### src/rtl/mem2_stage_if.sv
// MEM1 -> MEM2 -> WB/ID bus bundle.
// master drives the MEM1 side, slave is the MEM2 stage.
interface mem2_stage_if #(
  parameter int MEM12MEM2_WD = 214,
  parameter int MEM22WB_WD   = 134,
  parameter int MEM22ID_WD   = 70
);
  logic [MEM12MEM2_WD-1:0] mem12mem2_bus;
  logic [MEM22WB_WD-1:0]   mem22wb_bus;
  logic [MEM22ID_WD-1:0]   mem22id_fwd;
  logic                    load_misalign;
  logic [63:0]             instret;

  modport master (
    output mem12mem2_bus,
    input  mem22wb_bus,
    input  mem22id_fwd,
    input  load_misalign,
    input  instret
  );

  modport slave (
    input  mem12mem2_bus,
    output mem22wb_bus,
    output mem22id_fwd,
    output load_misalign,
    output instret
  );
endinterface

### src/rtl/mem2_stage.sv
// MEM2 pipeline stage: load extraction, writeback select,
// misalign detection and retired-instruction counter.
module mem2_stage #(
  parameter int STALL_W = 7
) (
  input  logic               clk,
  input  logic               rst,
  input  logic               flush,
  input  logic [STALL_W-1:0] stall,
  mem2_stage_if.slave        bus
);

  logic [213:0] r;
  logic [63:0]  instret_q;

  logic [63:0] rdata;
  logic [6:0]  lsu_op;
  logic [7:0]  data_ram_sel;
  logic        sel_rf_res;
  logic        rf_we;
  logic [4:0]  rf_waddr;
  logic [63:0] ex_result;
  logic [31:0] pc;
  logic [31:0] inst;

  assign rdata        = r[213:150];
  assign lsu_op       = r[149:143];
  assign data_ram_sel = r[142:135];
  assign sel_rf_res   = r[134];
  assign rf_we        = r[133];
  assign rf_waddr     = r[132:128];
  assign ex_result    = r[127:64];
  assign pc           = r[63:32];
  assign inst         = r[31:0];

  logic bubble_ins;
  logic load_en;
  assign bubble_ins = stall[5] && !stall[6];
  assign load_en    = !flush && !stall[5];

  always_ff @(posedge clk or posedge rst) begin
    if (rst) begin
      r <= '0;
    end else if (flush || bubble_ins) begin
      r <= '0;
    end else if (!stall[5]) begin
      r <= bus.mem12mem2_bus;
    end
  end

  always_ff @(posedge clk or posedge rst) begin
    if (rst) begin
      instret_q <= '0;
    end else if (load_en && bus.mem12mem2_bus[31:0] != 32'd0) begin
      instret_q <= instret_q + 64'd1;
    end
  end

  logic [2:0]  off;
  logic [7:0]  b8;
  logic [15:0] h16;
  logic [31:0] w32;
  assign off = ex_result[2:0];
  assign b8  = rdata[{off, 3'b000} +: 8];
  assign h16 = rdata[{off[2:1], 4'b0000} +: 16];
  assign w32 = rdata[{off[2], 5'b00000} +: 32];

  logic [63:0] ld_data;
  logic        misalign;

  // multi-hot lsu_op resolves to the widest load
  always_comb begin
    ld_data  = '0;
    misalign = 1'b0;
    priority case (1'b1)
      lsu_op[6]: begin
        ld_data  = rdata;
        misalign = off != 3'd0;
      end
      lsu_op[5]: begin
        ld_data  = {32'd0, w32};
        misalign = off[1:0] != 2'd0;
      end
      lsu_op[4]: begin
        ld_data  = {{32{w32[31]}}, w32};
        misalign = off[1:0] != 2'd0;
      end
      lsu_op[3]: begin
        ld_data  = {48'd0, h16};
        misalign = off[0];
      end
      lsu_op[2]: begin
        ld_data  = {{48{h16[15]}}, h16};
        misalign = off[0];
      end
      lsu_op[1]: ld_data = {56'd0, b8};
      lsu_op[0]: ld_data = {{56{b8[7]}}, b8};
      default: begin
        ld_data  = '0;
        misalign = 1'b0;
      end
    endcase
  end

  logic        we_o;
  logic [63:0] wdata;
  assign we_o  = rf_we && !misalign;
  assign wdata = sel_rf_res ? ld_data : ex_result;

  assign bus.mem22wb_bus   = {we_o, rf_waddr, wdata, pc, inst};
  assign bus.mem22id_fwd   = {we_o, rf_waddr, wdata};
  assign bus.load_misalign = misalign;
  assign bus.instret       = instret_q;

  logic unused_ok;
  assign unused_ok = ^{data_ram_sel, stall[4:0]};

endmodule

### src/flat_wrapper.sv
// flat-port wrapper written by rule: the top's interface ports become plain ports
module mem2_stage_flat 
#(
  parameter int STALL_W = 7
)
  (clk, rst, flush, stall, bus_mem12mem2_bus, bus_mem22wb_bus, bus_mem22id_fwd, bus_load_misalign, bus_instret);
  mem2_stage_if bus_i ();
  input  logic clk;
  input  logic rst;
  input  logic flush;
  input  logic [STALL_W-1:0] stall;
  input wire logic [$bits(bus_i.mem12mem2_bus)-1:0] bus_mem12mem2_bus;
  output wire logic [$bits(bus_i.mem22wb_bus)-1:0] bus_mem22wb_bus;
  output wire logic [$bits(bus_i.mem22id_fwd)-1:0] bus_mem22id_fwd;
  output wire logic [$bits(bus_i.load_misalign)-1:0] bus_load_misalign;
  output wire logic [$bits(bus_i.instret)-1:0] bus_instret;
  assign bus_i.mem12mem2_bus = bus_mem12mem2_bus;
  assign bus_mem22wb_bus = bus_i.mem22wb_bus;
  assign bus_mem22id_fwd = bus_i.mem22id_fwd;
  assign bus_load_misalign = bus_i.load_misalign;
  assign bus_instret = bus_i.instret;
  mem2_stage #(.STALL_W(STALL_W)) u_core (.clk(clk), .rst(rst), .flush(flush), .stall(stall), .bus(bus_i));
endmodule
### config.mk
export PLATFORM = sky130hd
export DESIGN_NAME = mem2_stage_flat
export DESIGN_NICKNAME = d
export VERILOG_FILES = /design/src/rtl/mem2_stage_if.sv /design/src/rtl/mem2_stage.sv /design/src/flat_wrapper.sv
export SDC_FILE = /design/constraint.sdc
export NUM_CORES = 1
export LEC_CHECK = 0
export ABC_AREA = 1
export ABC_CLOCK_PERIOD_IN_PS = 8500
export CAP_MARGIN = 20
export CORE_ASPECT_RATIO = 1.2
export CORE_UTILIZATION = 43
export CTS_CLUSTER_SIZE = 30
export DETAILED_ROUTE_END_ITERATION = 6
export MAX_ROUTING_LAYER = met4
export PLACE_DENSITY_LB_ADDON = 0.25
export SKIP_CTS_REPAIR_TIMING = 1
export SLEW_MARGIN = 20
export SYNTH_ARGS = -nofsm -noshare
export SYNTH_HDL_FRONTEND = slang
export SYNTH_SLANG_ARGS = --single-unit
### constraint.sdc
create_clock -name clk -period 8.5 [get_ports clk]
set_input_delay 1.7 -clock clk [delete_from_list [all_inputs] [get_ports clk]]
set_output_delay 1.7 -clock clk [all_outputs]
set_load 0.05 [all_outputs]
==> run metrics, run 1 <==
Initial Utilization=43.75%; CTS Root Cell=sky130_fd_sc_hd__clkbuf_16; ANT nets after route=0; Die Y-Extent=214.3 um; number of register bits inferred by synthesis=270; Die Outline Area=38320 sq um; commonest cells in the synthesized netlist=sky130_fd_sc_hd__nand2_1 (610), sky130_fd_sc_hd__inv_1 (282), sky130_fd_sc_hd__dfrtp_1 (270); dominant cells by area after synthesis=sky130_fd_sc_hd__dfrtp_1 (42%), sky130_fd_sc_hd__nand2_1 (14%), sky130_fd_sc_hd__o21ai_0 (8.0%), sky130_fd_sc_hd__buf_4 (6.6%), sky130_fd_sc_hd__inv_1 (6.6%); count of final hold-check violations=0; post-layout util=57.90%; overflow left after global routing=0; clock latency on the worst-skew pair=0.58 ns; total CTS buffers=31; reported max-cap violation count=0; fraction of final layout cells sized beyond drive strength 1=5.710%; proportion of synthesized chip area in sequential cells=41.85%; Yosys top cell area share=41.85%; via count of the first global-routing pass=15120; initial antenna violation count=9; launch point of the worst hold path=u_core.r[6]; depth of the worst register-to-register path=4; slew at the pin closest to its max-slew limit=1.040 ns; clock tree from TritonCTS=yes; first-pass detailed-route iteration total=5; net count after synthesis=2443; final critical-path share of the clock period=69.21%; count of buffers from port buffering=479; DP Worst Slack=3.233 ns; Avg Synthesized Cell Area=7.278 sq um; total routed wirelength=58830 um; type of element capturing the critical path=output port; Worst Path Required=6.80 ns; number of warnings reported in the yosys synthesis log=0; number of distinct library cells after synthesis=39; count of pins on the block boundary=493; vias per cell=5.118; clock-pin transition on the worst setup and hold timing paths=0.07 ns; largest fanout of any net on the critical path=63; number of max-slew violations in the final report=0; hold-critical path endpoint=u_core.r[6]; count of H-tree levels built during CTS=1; min-delay worst type=flop to flop; IR drop worst, VDD=0.1691 mV; number of violations reported at the end of detailed-routing iteration 0=1245; power per unit of standard cell area=177.9 nW/um^2; Synth area leader=sky130_fd_sc_hd__dfrtp_1; Max clock buf depth=3; Reg2Reg Capture Point=u_core.r[149]; Die X-Extent=178.9 um; least setup slack across all paths after layout=2.617 ns; setup tns final=0 ns; worst-case clock skew=0.02465 ns; num rows=77; All-Layer GR Usage=31.21%; # setup viols final=0; reported leakage power=9.099 nW; Worst Setup Start Kind=flop; via count of the routed design=15380; Worst Setup Path Type=flop to output port; post-synthesis cell area=16140 sq um; Remaining DRCs=0; largest net degree at the start of global routing=201; Core ar.=36900 sq um; result of the run=finished clean; clock net sink count=270; R2R setup slack=6.14 ns; detail-routed net length per standard cell=19.58 um; Max Clock Freq=170.0 MHz; Arr. time, crit path=4.18 ns; total power draw=0.003801 W; Sequential cell area=6760 sq um; global-route wire length before repair=88910 um; Post-DP HPWL=43260 um; source of the worst register-to-register timing path=u_core.r[149]; setup repair after global routing missed its margin=false; hold-critical path depth=2; number of fill cells=3458; Multi-input gate area=6792 sq um; worst rel slew slack=30.69%; top flip-flop cell by instance count after synthesis=sky130_fd_sc_hd__dfrtp_1; layout overhead on the synthesized area=32.35%; number of cells produced by synthesis=2218; leading cell type by number of instances after synthesis=sky130_fd_sc_hd__nand2_1; Post-synth ARST share=100.0%; number of enable-type register cells in the synthesized netlist=0; routability congestion estimate=0.9614; post-layout min period=5.883 ns; number of nets in the layout=2722
## metrics by stage
stage / instance area, sq um / std cells / hold WS, ns
2_1_floorplan: 16150 / 2218 / 0.5011
3_5_place_dp: 20200 / 2938 / 0.5269
3_3_place_gp: 20160 / 2936 / 0.5125
6_report: 21370 / 3005 / 0.5331
5_1_grt: 21370 / 3005 / 0.5474
4_1_cts: 21340 / 2996 / 0.5398
## worst max-delay path by stage
stage             startpoint                     to  slack [ns]
6_report        u_core.r[66]    bus_mem22id_fwd[63]        2.62
5_1_grt         u_core.r[66]    bus_mem22wb_bus[96]        2.37
4_1_cts         u_core.r[66]    bus_mem22id_fwd[50]        2.62
3_5_place_dp    u_core.r[66]    bus_mem22id_fwd[50]        3.23
3_3_place_gp   u_core.r[149]    bus_mem22id_fwd[50]        2.74
2_1_floorplan            rst  u_core.bus.instret[0]        3.23
## where the power goes
group | switching, W | internal [W]
registers | 0.0000673 | 0.00134
logic | 0.000582 | 0.000306
clock network | 0.000577 | 0.000924
## flip-flops by register name, indices dropped and copies added (netlist names)
name	cells
u_core.bus.instret	64
u_core.r	206
## layer usage
metal,share of wire [%],vias up,GRT usage (%)
met2,49,566,51.38
met5,0,-,-
li1,-,7434,-
met3,6.4,89,4.663
met4,3.6,0,12.01
met1,41,7291,38.21
## logic make-up (layout without fill, tap and decap cells)
family                     Yosys count  count (layout)  share of synthesized area [%]
and+or+nand+nor                    908             908                          23.39
buffers and inverters              539             843                          16.23
AOI/OAI and AO/OA                  451             451                          15.79
DFF                                270             270                          41.85
xor gates and xnor gates            49              49                          2.658
adders and majority gates            1               1                        0.07749
other                                0               9                              0
## layout make-up
cell class | count | share of cell area (%)
Multi-Input combinational cell | 1409 | 31.79
Sequential cell | 270 | 31.64
Timing Repair Buffer | 495 | 23.25
Inverter | 290 | 5.112
Clock buffer | 39 | 4.006
Tap cell | 474 | 2.776
Clock inverter | 19 | 1.323
Antenna cell | 9 | 0.1054
## critical path: stages, from the launching register on
cell,delay (ns)
sky130_fd_sc_hd__dfrtp_1,0.36
sky130_fd_sc_hd__buf_4,0.26
sky130_fd_sc_hd__inv_2,0.79
sky130_fd_sc_hd__nand3_2,0.21
sky130_fd_sc_hd__nand3_4,0.21
sky130_fd_sc_hd__nand2_2,0.09
sky130_fd_sc_hd__nand2_4,0.12
sky130_fd_sc_hd__nand2_2,0.08
sky130_fd_sc_hd__nand2_4,0.49
sky130_fd_sc_hd__a21oi_1,0.20
sky130_fd_sc_hd__clkdlybuf4s50_1,0.75
## placed cells by master, fill, tap and decap left out, drive strengths merged, types with 3 or more instances in the layout
| cell type | n |
|---|---|
| bufinv | 7 |
| o21ai | 261 |
| nand3 | 77 |
| buf | 16 |
| clkbuf | 39 |
| nand3b | 6 |
| clkinvlp | 3 |
| diode | 9 |
| clkinv | 10 |
| xnor2 | 16 |
| o211ai | 35 |
| nand2 | 620 |
| a21oi | 146 |
| nor2 | 141 |
| nand4 | 27 |
| o22ai | 8 |
| inv | 289 |
| xor2 | 33 |
| nor4 | 6 |
| dfrtp | 270 |
| nor3 | 29 |
| clkdlybuf4s50 | 479 |
No activity file was read; power rests on OpenSTA's default activity.
==> inputs of run 2 (changes only) <==
- ABC_CLOCK_PERIOD_IN_PS: 8500 -> 4990
- clock period: 8.5 -> 4.99 ns (I/O delays scaled with it)
==> run 2 against run 1 <==
- worst setup slack worse by 2.3 ns
- sequential share of layout area is 0.83 points lower
- global-route usage is 0.59 points lower
- clock skew is 0.0072 ns lower
- cell count is 0.13% higher
- sequential power is 71% higher
- critical path depth is 3 lower
- routed wire length is 2.0% lower
- design area is 2.7% higher
- die area stayed put
- first-iteration DRC count is 18% lower
- largest power group unchanged
- total power is 70% higher
- critical endpoint is now bus_mem22id_fwd[13]
==> run metrics, run 2 (synthesis results as in run 1) <==
result of the run=finished clean; Initial Utilization=43.75% (unchanged); count of buffers from port buffering=479 (unchanged); type of element capturing the critical path=output port; post-layout util=59.46% (+1.6 points); Die Y-Extent=214.3 um (unchanged); via count of the routed design=15536 (+1.0%); Max Clock Freq=215.9 MHz; fraction of final layout cells sized beyond drive strength 1=10.14% (+4.4 points); Max clock buf depth=3 (unchanged); min-delay worst type=flop to flop; largest fanout of any net on the critical path=35 (-44%); clock net sink count=270 (unchanged); All-Layer GR Usage=30.62% (-0.59 points); number of nets in the layout=2726 (+0.15%); ANT nets after route=0 (unchanged); Worst Path Required=3.99 ns (-2.81 ns); count of H-tree levels built during CTS=1 (unchanged); most common cell after layout, fill and taps aside=sky130_fd_sc_hd__nand2_1; first-pass detailed-route iteration total=5 (unchanged); routability congestion estimate=0.9553 (-0.63%); setup tns final=0 ns (unchanged); clock tree from TritonCTS=yes; total CTS buffers=30 (-3.2%); detail-routed net length per standard cell=19.16 um (-2.2%); global-route wire length before repair=87530 um (-1.6%); worst rel slew slack=30.16% (-0.52 points); Die X-Extent=178.9 um (unchanged); number of max-slew violations in the final report=0 (unchanged); Layout Cell Area excl Fill=21940 sq um (+2.7%); # setup viols final=0 (unchanged); leading cell types in the layout, fill and taps excluded=sky130_fd_sc_hd__nand2_1 (610), sky130_fd_sc_hd__clkdlybuf4s50_1 (368), sky130_fd_sc_hd__inv_1 (280); final critical-path share of the clock period=92.80%; reported max-cap violation count=0 (unchanged); worst-case clock skew=0.01746 ns (-0.007190 ns); setup repair after global routing missed its margin=false; post-placement cell area=20790 sq um (+2.9%); count of final hold-check violations=0 (unchanged); clock latency on the worst-skew pair=0.59 ns (about the same); count of pins on the block boundary=493 (unchanged); overflow left after global routing=0 (unchanged); number of violations reported at the end of detailed-routing iteration 0=1020 (-18%); max FFs per register=206 (unchanged); Core ar.=36900 sq um (unchanged); Worst Setup Path Type=flop to output port; num rows=77 (unchanged); largest net degree at the start of global routing=199 (-1.0%); Remaining DRCs=0 (unchanged); slew at the pin closest to its max-slew limit=1.044 ns (+0.004676 ns); via count of the first global-routing pass=15055 (-0.43%); clock-pin transition on the worst setup and hold timing paths=0.07 ns (about the same); initial antenna violation count=10 (+1); layout overhead on the synthesized area=35.90%; Largest Register=u_core.r; reported leakage power=9.513 nW (+4.5%); Post-DP HPWL=43160 um (-0.24%); least setup slack across all paths after layout=0.3592 ns (-2.258 ns); Worst Setup Start Kind=flop; post-layout min period=4.631 ns; vias per cell=5.163 (+0.88%); total routed wirelength=57640 um (-2.0%); DP Worst Slack=1.030 ns (-2.203 ns); IR drop worst, VDD=0.2379 mV (+41%); power per unit of standard cell area=294.8 nW/um^2 (+66%); CTS Root Cell=sky130_fd_sc_hd__clkbuf_16; Arr. time, crit path=3.63 ns (-0.55 ns); Die Outline Area=38320 sq um (unchanged)
==> run 2: path summary, 6_finish.rpt <==
| kind | startpoint | endpoint | slack (ns) | cells past startpoint |
|---|---|---|---|---|
| hold reg to reg | u_core.r[4] | u_core.r[4] | 0.54 | 2 |
| hold / removal | u_core.r[4] | u_core.r[4] | 0.54 | 2 |
| setup / recovery | u_core.r[66] | bus_mem22id_fwd[13] | 0.36 | 7 |
| setup reg to reg | u_core.bus.instret[0] | u_core.bus.instret[32] | 2.75 | 9 |
| max in group asynchronous | rst | u_core.r[105] | 3.09 | 4 |
| min in group asynchronous | rst | u_core.r[45] | 0.81 | 2 |
==> run 2: through the flow <==
step	hold slack (ns)	cells	total power (W)
after floorplan	0.5011	2218	0.003433
after global placement	0.5168	2942	0.004052
after detailed placement	0.5253	2942	0.004065
after CTS	0.5402	2997	0.006515
after global routing	0.5534	3008	0.006707
final	0.5367	3009	0.006467
==> run 2: critical path: stages, from the launching register on <==
cell	delay, ns
sky130_fd_sc_hd__dfrtp_1	0.73
sky130_fd_sc_hd__inv_2	0.40
sky130_fd_sc_hd__nand3_2	0.22
sky130_fd_sc_hd__nand3_4	0.17
sky130_fd_sc_hd__nand2_1	0.12
sky130_fd_sc_hd__a21oi_1	0.06
sky130_fd_sc_hd__o21ai_0	0.44
sky130_fd_sc_hd__clkdlybuf4s50_1	0.90
==> run 2: power breakdown <==
part | switching (W) | internal, W | total, W
sequential | 0.000121 | 0.00229 | 0.00241
combinational | 0.00101 | 0.000609 | 0.00162
clock | 0.000966 | 0.00147 | 0.00244
total | 0.00210 | 0.00437 | 0.00647
==> run 2: layer usage <==
layer / wire (um) / global-route usage, %
met5: 0 / -
met4: 2324 / 11.92
met3: 4206 / 4.362
met2: 28560 / 50.85
met1: 22550 / 37.18
==> run 2: layout make-up <==
class	instances	area (sq um)
repair buffers	500	5583
well taps	474	593.1
fillers	3401	14960
flip-flops and latches	270	6760
multi-input cells	1409	6792
diodes	11	27.53
clock inverters	14	229.0
clock buffers	41	862.1
inverters	290	1092
==> RTL edit: new RTL, flow settings as in run 1 <==
Reset style: synchronous (`rst`), changed in 2 clocked blocks.
--- a/src/rtl/mem2_stage.sv
+++ b/src/rtl/mem2_stage.sv
@@ -38,7 +38,7 @@
   assign bubble_ins = stall[5] && !stall[6];
   assign load_en    = !flush && !stall[5];
 
-  always_ff @(posedge clk or posedge rst) begin
+  always_ff @(posedge clk) begin
     if (rst) begin
       r <= '0;
     end else if (flush || bubble_ins) begin
@@ -48,7 +48,7 @@
     end
   end
 
-  always_ff @(posedge clk or posedge rst) begin
+  always_ff @(posedge clk) begin
     if (rst) begin
       instret_q <= '0;
     end else if (load_en && bus.mem12mem2_bus[31:0] != 32'd0) begin
Function: differs if rst is asserted again (counterexample within 4 cycles, from zero or initial values and one cycle with rst high); with rst held inactive, the same outputs for 4 cycles.
==> RTL edit against run 1 <==
Combinational power down 43%. Die area down 5.4%. Power down 16%. Design area down 5.6%. Synthesized area down 5.5%. Routed wire length down 6.3%. Sequential cell count unchanged. Worst setup slack better by 0.075 ns. Non-clock buffer count down 2. Maximum frequency up 1.3%. Critical endpoint unchanged.
==> RTL edit: results (changes against run 1) <==
outcome=complete, no violations; met1 Use GR=0.351 (-0.0308); Hold Path End=u_core.r[8]; Slew HR=0.282 (-0.0251); Filler cells=3307 (-4.4%); vias in the first global route=15100 (-0.46%); Layout non-clock buf frac=0.243 (+0.0109); # clk buffers=43 (+10%); slowest CP cell=clkdlybuf4s50_1; synthesized area per cell=6.54 um^2 (-10%); Worst VDD drop=0.201 mV (+19%); top_reg_cell synth=dfxtp_1; placed instance area=0.0191 mm^2 (-5.4%); M1 wire length=22.1 mm (-7.4%); Crit path largest cell delay=0.85 ns (+0.06 ns); Hold Slack=0.465 ns (-0.0684 ns); Crit path max-delay family=simple AND/OR/NAND/NOR gates; layout cells sized above 1=0.0441 (-0.0130); Post-Syn Instances=2335 (+5.3%); number of signal-net inverters in the final layout=109 (-62%); Post-synth ARST share=0 (-1.00); Critical Path Start=u_core.r[65]; Core Util, Final=0.576 (-0.00279); Synth Net Count=2560 (+4.8%); total length of routed met3 wires=3.36 mm (-10%); first-pass GRT wire length=83.5 mm (-6.1%); placed insts=3012 (+2.5%); drt first pass iters=6 (+1); Pleak=7.15 nW (-21%); Reg area=0.00541 mm^2 (-20%); met2 Use GR=0.505 (-0.00894); Nets=2807 (+3.1%); fraction of area in multi-input gates=0.387 (+0.0690); CP Data Arrival Time=4.11 ns (-0.07 ns); multi-input gate count=1678 (+19%); Vias/cell=5.18 (+1.2%); sequential cell area fraction in the yosys report=0.354 (-0.0643); Post-Place Worst Slack=3.29 ns (+0.0525 ns); WL final=55.1 mm (-6.3%); GR Layer Usage met3=0.0367 (-0.00990); R2R depth=10 (+6); crit path max fanout=67 (+6.3%); hpwl dp=39.6 mm (-8.4%); initial drt markers=1343 (+7.9%); Synth cell types=32 (-18%); hold path start=u_core.r[8]; clk cell area share=0.0514 (-0.00193); total number of vias=15900 (+3.5%); Crit Reg-Reg Endpoint=u_core.bus.instret[60]
[RTL edit: cell count changes in the layout (fill, tap and decap cells not counted), moves of 27 or more]
cell     change
a21oi_1    +240
dfxtp_1    +266
inv_1      -175
o21ai_0    -221
dfrtp_1    -267
nor3_1      -27
nand2_1    +249
nor2_1      +61
[RTL edit: cell families after synthesis]
kind of cell | after synthesis | synth area share
adder cells (fa/ha/maj) | 1 | 0.000820
buffers and inverters | 387 | 0.135
XOR/XNOR | 41 | 0.0235
AND/OR/NAND/NOR | 1146 | 0.294
flip-flops | 270 | 0.354
AO/OA/AOI/OAI | 490 | 0.192
[RTL edit: power breakdown]
group | internal, mW | switching, mW | leakage [nW]
sequential | 1.29 | 0.0207 | 2.19
combinational | 0.194 | 0.312 | 4.46
clock | 0.817 | 0.563 | 0.495
[RTL edit: tightest hold or removal path: stages (launching register included)]
cell and delay (ns):
dfxtp_1 0.31, nand2_1 0.06, a21oi_1 0.05
